## src/rtl/pipe_ctrl_pkg.sv

```systemverilog
// rtl/pipe_ctrl_pkg.sv - shared encodings and control bundle for the pipeline controller
package pipe_ctrl_pkg;

  typedef enum logic [1:0] {
    CTRL_ST_RUN     = 2'd0,
    CTRL_ST_FLUSH   = 2'd1,
    CTRL_ST_MC_WAIT = 2'd2,
    CTRL_ST_INT     = 2'd3
  } ctrl_state_e;

  localparam logic [31:0] ZERO_WORD     = 32'h0;
  localparam logic [4:0]  ZERO_REG_ADDR = 5'h0;
  localparam int          FLUSH_CNT_W   = 3;

  typedef struct packed {
    logic        hold_pc;
    logic        hold_if_id;
    logic        hold_id_ex;
    logic        flush_if_id;
    logic        flush_id_ex;
    logic        jump;
    logic        int_ack;
    logic [31:0] jump_addr;
  } ctrl_out_t;

  localparam ctrl_out_t CTRL_OUT_IDLE = '{default: '0};

endpackage

```

## src/rtl/pipe_ctrl_if.sv

```systemverilog
// rtl/pipe_ctrl_if.sv - decode/EX hazard inputs and pipeline control outputs (PIPE_CTRL_PERF_CNT_EN adds counters)
interface pipe_ctrl_if
`ifdef PIPE_CTRL_PERF_CNT_EN
  #(parameter int CNT_W = 32)
`endif
  ;
  logic [4:0]  id_reg1_rd_addr_i;
  logic [4:0]  id_reg2_rd_addr_i;
  logic        ex_mem_rd_flag_i;
  logic [4:0]  ex_reg_wr_addr_i;
  logic        ex_jump_flag_i;
  logic [31:0] ex_jump_addr_i;
  logic        ex_busy_i;
  logic        int_req_i;
  logic [31:0] int_addr_i;
  logic        hold_pc_o;
  logic        hold_if_id_o;
  logic        hold_id_ex_o;
  logic        flush_if_id_o;
  logic        flush_id_ex_o;
  logic        jump_o;
  logic [31:0] jump_addr_o;
  logic        int_ack_o;
  logic [1:0]  state_o;
`ifdef PIPE_CTRL_PERF_CNT_EN
  logic             clr_cnt_i;
  logic [CNT_W-1:0] stall_cnt_o;
  logic [CNT_W-1:0] flush_cnt_o;
`endif

  modport master (
    output id_reg1_rd_addr_i, id_reg2_rd_addr_i, ex_mem_rd_flag_i, ex_reg_wr_addr_i,
           ex_jump_flag_i, ex_jump_addr_i, ex_busy_i, int_req_i, int_addr_i,
`ifdef PIPE_CTRL_PERF_CNT_EN
           clr_cnt_i,
    input  stall_cnt_o, flush_cnt_o,
`endif
    input  hold_pc_o, hold_if_id_o, hold_id_ex_o, flush_if_id_o, flush_id_ex_o,
           jump_o, jump_addr_o, int_ack_o, state_o
  );

  modport slave (
    input  id_reg1_rd_addr_i, id_reg2_rd_addr_i, ex_mem_rd_flag_i, ex_reg_wr_addr_i,
           ex_jump_flag_i, ex_jump_addr_i, ex_busy_i, int_req_i, int_addr_i,
`ifdef PIPE_CTRL_PERF_CNT_EN
           clr_cnt_i,
    output stall_cnt_o, flush_cnt_o,
`endif
    output hold_pc_o, hold_if_id_o, hold_id_ex_o, flush_if_id_o, flush_id_ex_o,
           jump_o, jump_addr_o, int_ack_o, state_o
  );

endinterface

```

## src/rtl/pipe_ctrl_perf_cnt.sv

```systemverilog
// rtl/pipe_ctrl_perf_cnt.sv - wrapping stall and flush cycle counters with synchronous clear
module pipe_ctrl_perf_cnt #(
  parameter int CNT_W = 32
) (
  input  logic             clk,
  input  logic             rst_n,
  input  logic             i_clr,
  input  logic             i_stall,
  input  logic             i_flush,
  output logic [CNT_W-1:0] o_stall_cnt,
  output logic [CNT_W-1:0] o_flush_cnt
);

  logic [CNT_W-1:0] r_stall_cnt;
  logic [CNT_W-1:0] r_flush_cnt;

  // Clear takes precedence over a coincident increment.
  always_ff @(posedge clk or negedge rst_n) begin
    if (!rst_n) begin
      r_stall_cnt <= '0;
      r_flush_cnt <= '0;
    end else if (i_clr) begin
      r_stall_cnt <= '0;
      r_flush_cnt <= '0;
    end else begin
      if (i_stall) r_stall_cnt <= r_stall_cnt + 1'b1;
      if (i_flush) r_flush_cnt <= r_flush_cnt + 1'b1;
    end
  end

  assign o_stall_cnt = r_stall_cnt;
  assign o_flush_cnt = r_flush_cnt;

endmodule

```

## src/rtl/pipe_ctrl.sv

```systemverilog
// rtl/pipe_ctrl.sv - hazard/flow controller for the IF/ID/EX core; PIPE_CTRL_PERF_CNT_EN adds perf counters
module pipe_ctrl
  import pipe_ctrl_pkg::*;
#(
  parameter int FLUSH_CYCLES = 1
`ifdef PIPE_CTRL_PERF_CNT_EN
  , parameter int CNT_W = 32
`endif
) (
  input  logic        clk,
  input  logic        rst_n,
  pipe_ctrl_if.slave  ctrl_if
);

  localparam logic [FLUSH_CNT_W-1:0] FLUSH_LOAD = FLUSH_CNT_W'(FLUSH_CYCLES - 1);

  ctrl_state_e            r_state;
  ctrl_state_e            w_state_nxt;
  logic [FLUSH_CNT_W-1:0] r_cnt;
  logic [FLUSH_CNT_W-1:0] w_cnt_nxt;
  logic                   w_load_use;
  logic                   w_int_take;
  ctrl_out_t              w_out;
  ctrl_out_t              w_out_gated;

  assign w_load_use = ctrl_if.ex_mem_rd_flag_i
                   && (ctrl_if.ex_reg_wr_addr_i != ZERO_REG_ADDR)
                   && ((ctrl_if.ex_reg_wr_addr_i == ctrl_if.id_reg1_rd_addr_i)
                    || (ctrl_if.ex_reg_wr_addr_i == ctrl_if.id_reg2_rd_addr_i));

  assign w_int_take = ctrl_if.int_req_i && !ctrl_if.ex_busy_i;

  always_ff @(posedge clk or negedge rst_n) begin
    if (!rst_n) begin
      r_state <= CTRL_ST_RUN;
      r_cnt   <= '0;
    end else begin
      r_state <= w_state_nxt;
      r_cnt   <= w_cnt_nxt;
    end
  end

  always_comb begin
    w_state_nxt = r_state;
    w_cnt_nxt   = r_cnt;
    case (r_state)
      CTRL_ST_RUN: begin
        if (w_int_take) begin
          w_state_nxt = CTRL_ST_INT;
        end else if (ctrl_if.ex_jump_flag_i) begin
          w_cnt_nxt   = FLUSH_LOAD;
          w_state_nxt = (FLUSH_LOAD != '0) ? CTRL_ST_FLUSH : CTRL_ST_RUN;
        end else if (ctrl_if.ex_busy_i) begin
          w_state_nxt = CTRL_ST_MC_WAIT;
        end
      end
      // r_cnt counts the flush cycles still owed including this one.
      CTRL_ST_FLUSH: begin
        if (r_cnt <= FLUSH_CNT_W'(1)) begin
          w_cnt_nxt   = '0;
          w_state_nxt = CTRL_ST_RUN;
        end else begin
          w_cnt_nxt = r_cnt - 1'b1;
        end
      end
      CTRL_ST_MC_WAIT: begin
        if (!ctrl_if.ex_busy_i) w_state_nxt = CTRL_ST_RUN;
      end
      CTRL_ST_INT: begin
        w_state_nxt = CTRL_ST_RUN;
      end
      default: begin
        w_state_nxt = CTRL_ST_RUN;
        w_cnt_nxt   = '0;
      end
    endcase
  end

  always_comb begin
    w_out = CTRL_OUT_IDLE;
    case (r_state)
      CTRL_ST_RUN: begin
        if (w_int_take) begin
          w_out.jump        = 1'b1;
          w_out.jump_addr   = ctrl_if.int_addr_i;
          w_out.flush_if_id = 1'b1;
          w_out.flush_id_ex = 1'b1;
          w_out.int_ack     = 1'b1;
        end else if (ctrl_if.ex_jump_flag_i) begin
          w_out.jump        = 1'b1;
          w_out.jump_addr   = ctrl_if.ex_jump_addr_i;
          w_out.flush_if_id = 1'b1;
          w_out.flush_id_ex = 1'b1;
        end else if (ctrl_if.ex_busy_i) begin
          w_out.hold_pc    = 1'b1;
          w_out.hold_if_id = 1'b1;
          w_out.hold_id_ex = 1'b1;
        end else if (w_load_use) begin
          w_out.hold_pc     = 1'b1;
          w_out.hold_if_id  = 1'b1;
          w_out.flush_id_ex = 1'b1;
        end
      end
      CTRL_ST_FLUSH, CTRL_ST_INT: begin
        w_out.flush_if_id = 1'b1;
        w_out.flush_id_ex = 1'b1;
      end
      CTRL_ST_MC_WAIT: begin
        w_out.hold_pc    = ctrl_if.ex_busy_i;
        w_out.hold_if_id = ctrl_if.ex_busy_i;
        w_out.hold_id_ex = ctrl_if.ex_busy_i;
      end
      default: w_out = CTRL_OUT_IDLE;
    endcase
  end

  // Outputs are combinational, so reset must force them quiet without waiting for a clock.
  assign w_out_gated = rst_n ? w_out : CTRL_OUT_IDLE;

  assign ctrl_if.hold_pc_o     = w_out_gated.hold_pc;
  assign ctrl_if.hold_if_id_o  = w_out_gated.hold_if_id;
  assign ctrl_if.hold_id_ex_o  = w_out_gated.hold_id_ex;
  assign ctrl_if.flush_if_id_o = w_out_gated.flush_if_id;
  assign ctrl_if.flush_id_ex_o = w_out_gated.flush_id_ex;
  assign ctrl_if.jump_o        = w_out_gated.jump;
  assign ctrl_if.jump_addr_o   = w_out_gated.jump_addr;
  assign ctrl_if.int_ack_o     = w_out_gated.int_ack;
  assign ctrl_if.state_o       = r_state;

`ifdef PIPE_CTRL_PERF_CNT_EN
  pipe_ctrl_perf_cnt #(
    .CNT_W (CNT_W)
  ) u_perf_cnt (
    .clk         (clk),
    .rst_n       (rst_n),
    .i_clr       (ctrl_if.clr_cnt_i),
    .i_stall     (w_out_gated.hold_pc),
    .i_flush     (w_out_gated.flush_id_ex),
    .o_stall_cnt (ctrl_if.stall_cnt_o),
    .o_flush_cnt (ctrl_if.flush_cnt_o)
  );
`endif

endmodule
```

## src/flat_wrapper.sv

```systemverilog
// flat-port wrapper written by rule: the top's interface ports become plain ports
module pipe_ctrl_flat import pipe_ctrl_pkg::*;
#(
  parameter int FLUSH_CYCLES = 1

)
  (clk, rst_n, ctrl_if_id_reg1_rd_addr_i, ctrl_if_id_reg2_rd_addr_i, ctrl_if_ex_mem_rd_flag_i, ctrl_if_ex_reg_wr_addr_i, ctrl_if_ex_jump_flag_i, ctrl_if_ex_jump_addr_i, ctrl_if_ex_busy_i, ctrl_if_int_req_i, ctrl_if_int_addr_i, ctrl_if_hold_pc_o, ctrl_if_hold_if_id_o, ctrl_if_hold_id_ex_o, ctrl_if_flush_if_id_o, ctrl_if_flush_id_ex_o, ctrl_if_jump_o, ctrl_if_jump_addr_o, ctrl_if_int_ack_o, ctrl_if_state_o);
  pipe_ctrl_if ctrl_if_i ();
  input  logic clk;
  input  logic rst_n;
  input wire logic [$bits(ctrl_if_i.id_reg1_rd_addr_i)-1:0] ctrl_if_id_reg1_rd_addr_i;
  input wire logic [$bits(ctrl_if_i.id_reg2_rd_addr_i)-1:0] ctrl_if_id_reg2_rd_addr_i;
  input wire logic [$bits(ctrl_if_i.ex_mem_rd_flag_i)-1:0] ctrl_if_ex_mem_rd_flag_i;
  input wire logic [$bits(ctrl_if_i.ex_reg_wr_addr_i)-1:0] ctrl_if_ex_reg_wr_addr_i;
  input wire logic [$bits(ctrl_if_i.ex_jump_flag_i)-1:0] ctrl_if_ex_jump_flag_i;
  input wire logic [$bits(ctrl_if_i.ex_jump_addr_i)-1:0] ctrl_if_ex_jump_addr_i;
  input wire logic [$bits(ctrl_if_i.ex_busy_i)-1:0] ctrl_if_ex_busy_i;
  input wire logic [$bits(ctrl_if_i.int_req_i)-1:0] ctrl_if_int_req_i;
  input wire logic [$bits(ctrl_if_i.int_addr_i)-1:0] ctrl_if_int_addr_i;
  output wire logic [$bits(ctrl_if_i.hold_pc_o)-1:0] ctrl_if_hold_pc_o;
  output wire logic [$bits(ctrl_if_i.hold_if_id_o)-1:0] ctrl_if_hold_if_id_o;
  output wire logic [$bits(ctrl_if_i.hold_id_ex_o)-1:0] ctrl_if_hold_id_ex_o;
  output wire logic [$bits(ctrl_if_i.flush_if_id_o)-1:0] ctrl_if_flush_if_id_o;
  output wire logic [$bits(ctrl_if_i.flush_id_ex_o)-1:0] ctrl_if_flush_id_ex_o;
  output wire logic [$bits(ctrl_if_i.jump_o)-1:0] ctrl_if_jump_o;
  output wire logic [$bits(ctrl_if_i.jump_addr_o)-1:0] ctrl_if_jump_addr_o;
  output wire logic [$bits(ctrl_if_i.int_ack_o)-1:0] ctrl_if_int_ack_o;
  output wire logic [$bits(ctrl_if_i.state_o)-1:0] ctrl_if_state_o;
  assign ctrl_if_i.id_reg1_rd_addr_i = ctrl_if_id_reg1_rd_addr_i;
  assign ctrl_if_i.id_reg2_rd_addr_i = ctrl_if_id_reg2_rd_addr_i;
  assign ctrl_if_i.ex_mem_rd_flag_i = ctrl_if_ex_mem_rd_flag_i;
  assign ctrl_if_i.ex_reg_wr_addr_i = ctrl_if_ex_reg_wr_addr_i;
  assign ctrl_if_i.ex_jump_flag_i = ctrl_if_ex_jump_flag_i;
  assign ctrl_if_i.ex_jump_addr_i = ctrl_if_ex_jump_addr_i;
  assign ctrl_if_i.ex_busy_i = ctrl_if_ex_busy_i;
  assign ctrl_if_i.int_req_i = ctrl_if_int_req_i;
  assign ctrl_if_i.int_addr_i = ctrl_if_int_addr_i;
  assign ctrl_if_hold_pc_o = ctrl_if_i.hold_pc_o;
  assign ctrl_if_hold_if_id_o = ctrl_if_i.hold_if_id_o;
  assign ctrl_if_hold_id_ex_o = ctrl_if_i.hold_id_ex_o;
  assign ctrl_if_flush_if_id_o = ctrl_if_i.flush_if_id_o;
  assign ctrl_if_flush_id_ex_o = ctrl_if_i.flush_id_ex_o;
  assign ctrl_if_jump_o = ctrl_if_i.jump_o;
  assign ctrl_if_jump_addr_o = ctrl_if_i.jump_addr_o;
  assign ctrl_if_int_ack_o = ctrl_if_i.int_ack_o;
  assign ctrl_if_state_o = ctrl_if_i.state_o;
  pipe_ctrl #(.FLUSH_CYCLES(FLUSH_CYCLES)) u_core (.clk(clk), .rst_n(rst_n), .ctrl_if(ctrl_if_i));
endmodule
```

## config.mk

```make
export PLATFORM = sky130hd
export DESIGN_NAME = pipe_ctrl_flat
export DESIGN_NICKNAME = d
export VERILOG_FILES = /design/src/rtl/pipe_ctrl_pkg.sv /design/src/rtl/pipe_ctrl_if.sv /design/src/rtl/pipe_ctrl_perf_cnt.sv /design/src/rtl/pipe_ctrl.sv /design/src/flat_wrapper.sv
export SDC_FILE = /design/constraint.sdc
export NUM_CORES = 1
export LEC_CHECK = 0
export BUFFER_PORTS_ARGS = -buffer_cell sky130_fd_sc_hd__buf_2
export CAP_MARGIN = 20
export CORE_AREA = 2 2 51 63
export CTS_CLUSTER_DIAMETER = 60
export DETAILED_ROUTE_END_ITERATION = 8
export DIE_AREA = 0 0 53 65
export PLACE_DENSITY_LB_ADDON = 0.25
export SETUP_SLACK_MARGIN = 0.1
export SYNTH_ARGS = -nofsm -noshare
export SYNTH_HDL_FRONTEND = slang
export SYNTH_SLANG_ARGS = --single-unit
```

## constraint.sdc

```tcl
create_clock -name clk -period 2.2 [get_ports clk]
set_clock_uncertainty 0.2 [all_clocks]
set_input_delay 0 -clock clk [delete_from_list [all_inputs] [get_ports clk]]
set_output_delay 0 -clock clk [all_outputs]
set_load 0.1 [all_outputs]
```

### Word level (Yosys, flattened, before mapping)

Index checks and enable logic that the tools add are counted.

* reduce and logical (&&, ||, !) cells: 11
* $add $sub $neg: 1
* equality and inequality tests: 10
* multiplexer cells: 27
* order comparisons: 1

Operator list (count)
* $mux W32: 2
* $mux W39: 1
* $mux W34: 1
* $mux W3: 6
* $mux W2: 7
* $pmux W3 S2: 2
* $eq A5 B5 Y1: 2
* $pmux W2 S4: 1
* $mux W1: 6
* $ne A2 B2 Y1 const B: 3
* $reduce_and A3 Y1: 2
* $reduce_bool A5 Y1: 1
* $eq A2 B2 Y1 const B: 2
* $ne A4 B3 Y1 const B: 1
* $pmux W2 S2: 1
* $le A3 B1 Y1 const B: 1
* $logic_and A1 B1 Y1: 3
* $sub A3 B1 Y3 const B: 1
* $eq A2 B1 Y1 const B: 1
* $logic_not A2 Y1: 1
* $ne A2 B1 Y1 const B: 1
* $reduce_bool A2 Y1: 1
* $reduce_or A2 Y1: 1
* $logic_not A1 Y1: 1
* $logic_or A1 B1 Y1: 1

* bits in registers: 5
* bits of input ports: 85

### Longest topological paths before layout

Gate-level depths: netlist of the first run.

* depth after elaboration: 9
* gate-level depth with buffers: 6
* depth with buffers taken out: 6

### Least setup slack after synthesis of the first run

No wires, ideal clock.

* path type: register -> output
* start point: register u_core.r_state[1] (netlist: u_core.ctrl_if.state_o[1])
* end point: output port ctrl_if_hold_pc_o
* setup slack: -2.053 ns
* arrival time: 4.053 ns
* path buffers: 1
* stages on the path, launching flop included: 6
* cells stage by stage: dfrtp_1 nand2b_1 nand2_1 nor2_1 o21bai_1 buf_4

* word-level cells in the longest chain between the ends: 3
* elaborated cells between the ends (all ways): 4
* those cells by class: 1 x eq/ne; 2 x mux; 1 x reduce/logical

Ends and longest elaborated chain
* start: declaration: line pipe_ctrl.sv:17 `ctrl_state_e r_state;`
* start signal: assignment: line pipe_ctrl.sv:38 `r_state <= w_state_nxt;`
* $eq A2 B2 Y1 or $logic_not A2 Y1 (tied branches): line pipe_ctrl.sv:81 `case (r_state)`
* $pmux W3 S2 (*): line pipe_ctrl.sv:81
* $mux W39 (*): line pipe_ctrl.sv:118 `assign w_out_gated = rst_n ? w_out : CTRL_OUT_IDLE;`
* end: declaration: line flat_wrapper.sv:20 `output wire logic [$bits(ctrl_if_i.hold_pc_o)-1:0] ctrl_if_hold_pc_o;`

Every way passes the cells marked *; elsewhere a longest branch is shown, timed or not.

### Worst setup path in the final report of the first run

* start point: register u_core.r_state[0] (netlist: u_core.ctrl_if.state_o[0])
* end point: output port ctrl_if_hold_if_id_o

* word-level cells in the longest chain between the ends: 3
* elaborated cells between the ends (all ways): 4
* those cells by class: 1 x eq/ne; 2 x mux; 1 x reduce/logical

Ends and longest elaborated chain
* $eq A2 B2 Y1 or $logic_not A2 Y1 (tied branches): line pipe_ctrl.sv:81
* $pmux W3 S2 (*): line pipe_ctrl.sv:81
* $mux W39 (*): line pipe_ctrl.sv:118
* end: declaration: line flat_wrapper.sv:21 `output wire logic [$bits(ctrl_if_i.hold_if_id_o)-1:0] ctrl_if_hold_if_id_o;`

Marked as above.

==> results of run 1 <==
[path summary, 6_finish.rpt]
kind                                                            start                                     to  slack (ps)  cells past startpoint
min in group asynchronous                                       rst_n            u_core.r_cnt[0]$_DFFE_PN0P_         560                      3
worst max register to register  u_core.ctrl_if.state_o[1]$_DFFE_PN0P_  u_core.ctrl_if.state_o[1]$_DFFE_PN0P_         380                      4
max in group asynchronous                                       rst_n  u_core.ctrl_if.state_o[0]$_DFFE_PN0P_        1020                      3
worst min register to register            u_core.r_cnt[2]$_DFFE_PN0P_            u_core.r_cnt[2]$_DFFE_PN0P_         320                      1
worst max-delay path            u_core.ctrl_if.state_o[0]$_DFFE_PN0P_                   ctrl_if_hold_if_id_o         140                      4
worst min-delay path                           ctrl_if_ex_jump_flag_i            u_core.r_cnt[1]$_DFFE_PN0P_          10                      4
[registers in the layout, summed over array words and instances, names as in the netlist]
register / flops
u_core.r_cnt: 3
u_core.ctrl_if.state_o: 2
[final cells by class]
type / instances / area share
sequential: 5 / 0.05922
timing repair buffer: 132 / 0.5564
clock buffer: 4 / 0.01173
inverter: 5 / 0.008380
tap: 36 / 0.02011
multi-input combinational: 80 / 0.3441
[stage by stage]
stage / util / area (sq um) / hold slack, ps / std cells
after floorplan: - / 993.5 / -495.6 / 97
after global placement: 0.7468 / 2158 / -343.0 / 253
after detailed placement: 0.7468 / 2158 / -344.5 / 253
after CTS: 0.7732 / 2235 / 9.415 / 262
after global routing: 0.7749 / 2240 / 73.27 / 262
final: 0.7749 / 2240 / 10.33 / 262
[metal layers]
metal,part of all wire,global-route usage
met3,0.12,0.07143
met5,0,0
met2,0.52,0.4656
met1,0.33,0.2504
met4,0.031,0.1090
[power breakdown]
group          total [mW]  switching (mW)  internal (mW)
combinational        1.21           0.778          0.434
clock               0.111          0.0419         0.0688
sequential          0.169          0.0383          0.131
total                1.49           0.858          0.633
[critical path, delay by kind of cell, from the launching register on]
| kind | cells | cell delay, ps |
|---|---|---|
| compound gates | 1 | 200 |
| simple gates | 2 | 700 |
| flops | 1 | 510 |
| buf+inv | 1 | 200 |
[cells in the final DEF (no fill, tap or decap), types with 2 or more instances in the layout]
cell type / Yosys / final
xor2_1: 10 / 10
dlygate4sd3_1: 0 / 5
inv_1: 5 / 5
buf_12: 0 / 37
o21ai_0: 6 / 6
dfrtp_1: 5 / 3
a22o_2: 0 / 23
o211ai_1: 2 / 2
nor2_1: 4 / 3
nand2_1: 3 / 3
dfrtp_4: 0 / 2
buf_2: 3 / 88
a22o_4: 0 / 9
a21oi_1: 3 / 3
ha_1: 2 / 2
clkbuf_4: 0 / 5
nor3_1: 2 / 2
nand2b_1: 2 / 2
[logic make-up after synthesis]
group,share of synthesized area
compound gates,0.4781
fa+ha+maj,0.03025
flops,0.1513
xor+xnor,0.1059
simple gates,0.1437
buf+inv,0.09077
[timing repair]
item	CTS	global route
endpoints found under the setup margin	0	4
hold endpoints to repair	7	0
hold buffers	5	0
resized for setup	0	2
==> metrics.yaml, run 1 <==
avgSynthCellArea_sq_um: 8.526
maxCapViolCount: 0
wl_per_cell_microns: 16.93
crit_fanout: 8
yosys-top-cells-count: "32 x a22o_1, 10 x xor2_1, 6 x o21ai_0"
avgViaCountPerCell: 5.141
io_buffers: 125
syn_to_final_growth_pct: 170.8
regArea_sq_um: 132.6
core_sq_mm: 0.002890
drc: 0
synth_nets: 184
grt_antenna_before_repair: 0
ys_ff_latch: 5
yosys-top-cells-area: "a22o_1 34%, dfrtp_1 15%, xor2_1 11%"
outcome: "complete, no violations"
setup_viol: 0
ys_types: 28
synth_top_area_frac: 0.3389
synth_async_sr_flop_share: 1.000
track_usage: 0.2515
numCtsBuffers: 3
ios: 126
grt_pass1_vias: 1401
gp_congestion: 0.7309
finalPower_mw: 1.492
diodes: 0
slew_headroom: 0.6724
vias: 1347
drtAntennaViolNets: 0
multi_input_area_sq_um: 770.7
fmax_mhz: 486.1
syn_inst: 97
p_leak_nw: 1.105
arrival_ps: 1860
floorplan.rows: 22
finalCriticalPeriod_ps: 2057
grt_pass1_wl_microns: 6499
drt_first_pass_iters: 4
cts_root_buf: "clkbuf_4"
cts_buffer_depth: 2
postCtsSetupRepairBufs: 0
drt_iter0_drc: 22
p_per_area_mw_per_mm2: 666.0
grt.overflow.total: 0
critPathMaxStageDelay_ps: 510
cts_tree: "done"
synth_edf_count: 0
hold_class: "in -> reg"
nets: 314
crit_chain: "nand2b_4 > or4_4 > o21bai_4 > buf_12"
layout_setup_ws_ps: 142.9
place_hpwl_microns: 3686
cp_data_required_time_ps: 2000
peakVddDrop_uv: 573.5
seq_area_frac_synth: 0.1513
tns_ps: 0
die_x_microns: 53
yosysMostFrequentCell: "a22o_1"
critPathKind: "reg -> out"
dpl_worst_slack_ps: 375.2
critPathSlowestCell: "dfrtp_4"
fillerInstances: 211
fin_crit_sh: 0.9351
start_kind: "flop"
die-area_sq_mm: 0.003445
clk_pin_slew_worst_paths_ps: 50
tightest_slew_ps: 494.9
rsz0062_at_grt: "no"
htreeDepth: 1
drv_slew: 0
clk-insertion-delay-late_ps: 250
grt_max_degree: 34
drive_above_1_share: 0.7655
end_kind: "output pin"
netlist_area_sq_um: 827.0
ys.flop_type: "dfrtp_1"
routed_wirelength_microns: 4436
synth_top_cell_by_area: "a22o_1"
start_util: 0.2861
clkSinkCount: 5
final-hold-violation-count: 0
yosysWarningCount: 0
die_h_microns: 65
(Power assumes the default switching activity.)
==> inputs of run 2 (changes only) <==
==> constraint.sdc (replaced) <==
create_clock -name clk -period 2.2 [get_ports clk]
set_clock_uncertainty 0.2 [all_clocks]
set_input_delay 0.11 -clock clk [delete_from_list [all_inputs] [get_ports clk]]
set_output_delay 0.11 -clock clk [all_outputs]
set_load 0.1 [all_outputs]
==> metrics.yaml, run 2 (same netlist as run 1, synthesis figures left out) <==
outcome: "complete, but fails checks"
violations: "hold timing"
cts_root_buf: "clkbuf_4"
cp_data_required_time_ps: 1890
clkSinkCount: 5
drt_iter0_drc: 37
drv_slew: 0
routed_wirelength_microns: 5056
end_kind: "output pin"
finalPower_mw: 1.600
slew_headroom: 0.6718
placed_area_sq_mm: 0.002168
start_util: 0.2861
avgViaCountPerCell: 5.295
design_area_sq_mm: 0.002494
tightest_slew_ps: 492.4
cts_buffer_depth: 2
fin_crit_sh: 0.9808
p_leak_nw: 1.273
final-hold-violation-count: 1
setup_viol: 0
fillerInstances: 145
gp_congestion: 0.8171
grt_max_degree: 23
grt_antenna_before_repair: 0
final_common_cell: "buf_2"
io_buffers: 125
track_usage: 0.2524
clk-insertion-delay-late_ps: 250
largest_register: "u_core.r_cnt"
arrival_ps: 1850
p_comb_frac: 0.830
place_hpwl_microns: 3609
drive_above_1_share: 0.8017
diodes: 0
maxCapViolCount: 0
critPathKind: "reg -> out"
core_sq_mm: 0.002890
ios: 126
htreeDepth: 1
numCtsBuffers: 3
crit_fanout: 14
p_clk_frac: 0.067
fmax_mhz: 463.4
hold_ws_ps: -3.071
die_h_microns: 65
rsz0062_at_grt: "yes"
vias: 1419
hold_class: "in -> reg"
largest_reg_flops: 3
grt_pass1_vias: 1340
p_per_area_mw_per_mm2: 641.7
start_kind: "flop"
p_sw_mw: 0.8999
cts_tree: "done"
grt_pass1_wl_microns: 6458
final_cell_mix: "90 x buf_2, 37 x buf_12, 30 x a22o_4, 10 x xor2_1, 6 x o21ai_0"
drt_first_pass_iters: 4
clk_pin_slew_worst_paths_ps: 40
drc: 0
nets: 320
die-area_sq_mm: 0.003445
grt.overflow.total: 0
p_seq_frac: 0.103
drtAntennaViolNets: 0
switching_share: 0.5624
peakVddDrop_uv: 526.7
power.internal_mw: 0.7002
r2r_slack_ps: 530
finalCriticalPeriod_ps: 2158
syn_to_final_growth_pct: 201.5
wl_per_cell_microns: 18.87
tns_ps: 0
die_x_microns: 53
floorplan.rows: 22
## run 2: cell types whose count changed in the layout (fill, tap and decap cells not counted), sizes merged
cell and delta:
dlygate4sd3 -4, clkbuf -1, buf +11
## run 2: area by class of cell
cell class	count	area, sq um	area share
Multi-Input combinational cell	80	945.9	0.3793
Clock buffer	4	26.28	0.01054
Sequential cell	5	132.6	0.05319
Timing Repair Buffer	138	1325	0.5314
Inverter	5	18.77	0.007526
Tap cell	36	45.04	0.01806
## run 2: repair_timing
action / 4_1_cts / 5_1_grt
cloned: 1 / 1
hold endpoints to repair: 5 / 0
buffers inserted: 4 / 2
hold buffers: 1 / 0
endpoints found under the setup margin: 24 / 35
pin swaps: 2 / 0
gates resized for setup: 3 / 28
## run 2: final timing paths
check                                                       from                                     to  cells past startpoint
min in group asynchronous                                  rst_n  u_core.ctrl_if.state_o[1]$_DFFE_PN0P_                      2
max                        u_core.ctrl_if.state_o[1]$_DFFE_PN0P_                ctrl_if_jump_addr_o[16]                      6
min reg2reg                          u_core.r_cnt[2]$_DFFE_PN0P_            u_core.r_cnt[2]$_DFFE_PN0P_                      1
max in group asynchronous                                  rst_n  u_core.ctrl_if.state_o[0]$_DFFE_PN0P_                      2
max reg2reg                          u_core.r_cnt[1]$_DFFE_PN0P_            u_core.r_cnt[2]$_DFFE_PN0P_                      6
min                                            ctrl_if_int_req_i  u_core.ctrl_if.state_o[1]$_DFFE_PN0P_                      3
## run 2: power groups by stage
stage,logic [mW],registers (mW),clock network [mW]
floorplan,0.756,0.221,0
global placement,1.19,0.167,0
detailed placement,1.20,0.172,0
CTS,1.25,0.165,0.110
global route,1.38,0.170,0.119
finish,1.33,0.165,0.108
## run 2: worst max-delay path, stage by stage, from the launching register on
cell and delay [ps]:
dfrtp_4 500, nand2b_4 170, nor3b_4 260, buf_6 140, buf_12 150, a22o_2 190
buf_12 180
## run 2: metrics by stage
step	util	setup slack, ps	hold slack [ps]	cells
detailed placement	0.7502	269.9	-233.6	255
CTS	0.7866	83.37	10.82	265
global route	0.8628	-0.6659	1.034	268
global placement	0.7502	299.1	-239.4	255
floorplan	-	-298.4	-385.6	97
finish	0.8628	42.15	-3.071	268
## run 2: layer usage
| metal | vias up | share of wire | GRT usage |
|---|---|---|---|
| met3 | 18 | 0.10 | 0.06221 |
| met2 | 89 | 0.56 | 0.5047 |
| met4 | 0 | 0.035 | 0.09295 |
| li1 | 648 | - | - |
| met5 | - | 0 | 0 |
| met1 | 664 | 0.30 | 0.2307 |
==> inputs of run 3 (changes only) <==
--- a/config.mk
+++ b/config.mk
@@ -5,12 +5,14 @@
 export SDC_FILE = /design/constraint.sdc
 export NUM_CORES = 1
 export LEC_CHECK = 0
+export ABC_AREA = 1
+export ABC_CLOCK_PERIOD_IN_PS = 2200
 export BUFFER_PORTS_ARGS = -buffer_cell sky130_fd_sc_hd__buf_2
 export CAP_MARGIN = 20
-export CORE_AREA = 2 2 51 63
+export CORE_AREA = 2 2 60 74
 export CTS_CLUSTER_DIAMETER = 60
 export DETAILED_ROUTE_END_ITERATION = 8
-export DIE_AREA = 0 0 53 65
+export DIE_AREA = 0 0 62 76
 export PLACE_DENSITY_LB_ADDON = 0.25
 export SETUP_SLACK_MARGIN = 0.1
 export SYNTH_ARGS = -nofsm -noshare
==> metrics.yaml, run 3 <==
synthSimpleGateAreaFrac: 0.3000
slew_headroom: 0.6663
nets: 423
clk_pin_slew_worst_paths_ps: 30
peakVddDrop_uv: 741.4
start_kind: "flop"
yosysWarningCount: 0
crit_buf_inv: 3
synth_compound_area_frac: 0.3032
final_common_cell: "buf_2"
drt_first_pass_iters: 4
power.internal_mw: 0.8132
clk-insertion-delay-late_ps: 210
final-hold-violation-count: 0
crit_chain: "nor2_2 > inv_2 > nor2_4 > nand3_4 > buf_8 > o21ai_4 > buf_12"
r2r-start: "u_core.r_cnt[1]$_DFFE_PN0P_"
p_sw_mw: 1.272
synthXorXnorAreaFrac: 0.02258
critPathKind: "reg -> out"
dp_cells: 382
syn_inst: 204
fin_crit_sh: 0.9257
ys_types: 23
core_sq_mm: 0.004066
grt_antenna_before_repair: 0
synth_edf_count: 0
p_leak_nw: 1.424
critPathMaxStageDelay_ps: 490
start_util: 0.2862
outcome: "complete, no violations"
cts_root_buf: "clkbuf_8"
largest_reg_flops: 3
tightest_slew_ps: 504.0
wl_per_cell_microns: 10.84
finalNonFillerCells: 391
yosys-top-cells-area: "o21ai_2 23%, nand2_1 20%, inv_1 17%"
crit_fanout: 19
synth_top_cell_by_area: "o21ai_2"
synth_top_family_by_area: "compound AO/OA/AOI/OAI gates"
grt.overflow.total: 0
ios: 126
die_x_microns: 62
cp_data_required_time_ps: 1890
setup_viol: 0
syn_to_final_growth_pct: 141.6
netlist_area_sq_mm: 0.001164
place_hpwl_microns: 3563
startpoint: "u_core.ctrl_if.state_o[1]$_DFFE_PN0P_"
synth_nets: 291
synth_async_sr_flop_share: 1.000
yosys-top-cells-count: "63 x nand2_1, 52 x inv_1, 30 x o21ai_2"
htreeDepth: 1
rsz0062_at_grt: "no"
floorplan.rows: 26
p_per_area_mw_per_mm2: 741.8
io_buffers: 125
hold_class: "in -> reg"
crit_family: "flip-flops"
utilization: 0.6914
grt_pass1_vias: 1553
fillerInstances: 346
p_comb_frac: 0.859
arrival_ps: 1730
clkSinkCount: 5
drtAntennaViolNets: 0
track_usage: 0.1685
gp_congestion: 0.8556
synth_top_area_frac: 0.2258
switching_share: 0.6101
finalCriticalPeriod_ps: 2037
diodes: 0
routed_wirelength_microns: 4237
end_kind: "output pin"
drv_slew: 0
critPathSlowestCell: "dfrtp_4"
drc: 0
synth_fa_ha_area_frac: 0.02151
vias: 1694
yosysMostFrequentCell: "nand2_1"
avgViaCountPerCell: 4.332
seq_area_frac_synth: 0.1075
p_seq_frac: 0.063
ys_ff_latch: 5
die-area_sq_mm: 0.004712
drive_above_1_share: 0.5522
final_cell_mix: "90 x buf_2, 62 x nand2_1, 52 x inv_1, 36 x buf_12, 32 x o21ai_4"
numCtsBuffers: 3
cts_tree: "done"
die_h_microns: 76
largest_register: "u_core.r_cnt"
muxShareOfSynthArea: 0
maxCapViolCount: 0
p_clk_frac: 0.078
min_from: "ctrl_if_int_req_i"
cts_buffer_depth: 2
grt_pass1_wl_microns: 6520
drt_iter0_drc: 42
ys.flop_type: "dfrtp_1"
grt_max_degree: 21
avgSynthCellArea_sq_um: 5.704
fmax_mhz: 491.0
[run 3: cell types whose count changed in the layout (fill, tap and decap cells not counted), moves of 9 or more]
cell / change
nor2_1: +9
xor2_1: -10
o21ai_4: +32
nand2_1: +60
a22o_4: -30
inv_1: +47
[run 3: what timing repair did]
action,CTS,global route
hold endpoints to repair,5,0
cloned,0,2
hold buffers,1,0
gates resized for setup,2,10
setup endpoints to repair,20,32
setup buffers,0,2
[run 3: tightest hold or removal path: cells and delay by family]
kind            cells  cell delay (ps)
compound gates      1              100
simple gates        1              120
buf+inv             1              100
[run 3: layout make-up]
cell class,instances,area [sq um],area share
timing repair buffer,134,1287,0.4579
multi-input combinational,136,1061,0.3774
inverter,56,215.2,0.07655
sequential,5,132.6,0.04717
tap,56,70.07,0.02492
clock buffer,4,45.04,0.01602
[run 3: logic make-up (layout without fill, tap and decap cells)]
kind of cell | after synthesis | in the layout
AND/OR/NAND/NOR | 85 | 85
buffers and inverters | 63 | 194
AO/OA/AOI/OAI | 46 | 46
flip-flops | 5 | 5
XOR/XNOR | 3 | 3
adder cells (fa/ha/maj) | 2 | 2
[run 3: path summary, 6_finish.rpt]
kind | cells after the start | to | slack [ps]
max | 7 | ctrl_if_jump_addr_o[10] | 160
min | 3 | u_core.ctrl_if.state_o[0]$_DFFE_PN0P_ | 70
max reg2reg | 5 | u_core.ctrl_if.state_o[0]$_DFFE_PN0P_ | 650
min reg2reg | 2 | u_core.r_cnt[1]$_DFFE_PN0P_ | 290
max in group asynchronous | 2 | u_core.ctrl_if.state_o[0]$_DFFE_PN0P_ | 1440
min in group asynchronous | 2 | u_core.r_cnt[0]$_DFFE_PN0P_ | 150
[run 3: stage by stage]
stage	setup TNS, ps	hold WS [ps]	cell area [sq um]	setup slack (ps)	power [mW]
final	0	67.66	2811	163.5	2.086
after global routing	0	101.5	2811	90.00	2.166
after CTS	0	63.56	2715	103.9	2.046
after detailed placement	0	-248.6	2653	274.1	1.872
after global placement	0	-251.4	2653	320.5	1.859
after floorplan	-149.7	-385.6	1498	-102.3	1.373
[run 3: power by group through the flow]
stage	Sequential (mW)	Clock, mW	Combinational [mW]
after floorplan	0.227	0	1.15
after global placement	0.132	0	1.73
after detailed placement	0.135	0	1.74
after CTS	0.134	0.168	1.74
after global routing	0.134	0.172	1.86
final	0.132	0.163	1.79
[run 3: routing by layer]
| metal | vias up | global-route usage | routed length, microns |
|---|---|---|---|
| li1 | 871 | - | - |
| met1 | 755 | 0.1760 | 1456 |
| met2 | 64 | 0.3385 | 2424 |
| met3 | 4 | 0.01358 | 316 |
| met4 | 0 | 0.02766 | 39 |
| met5 | - | 0 | 0 |
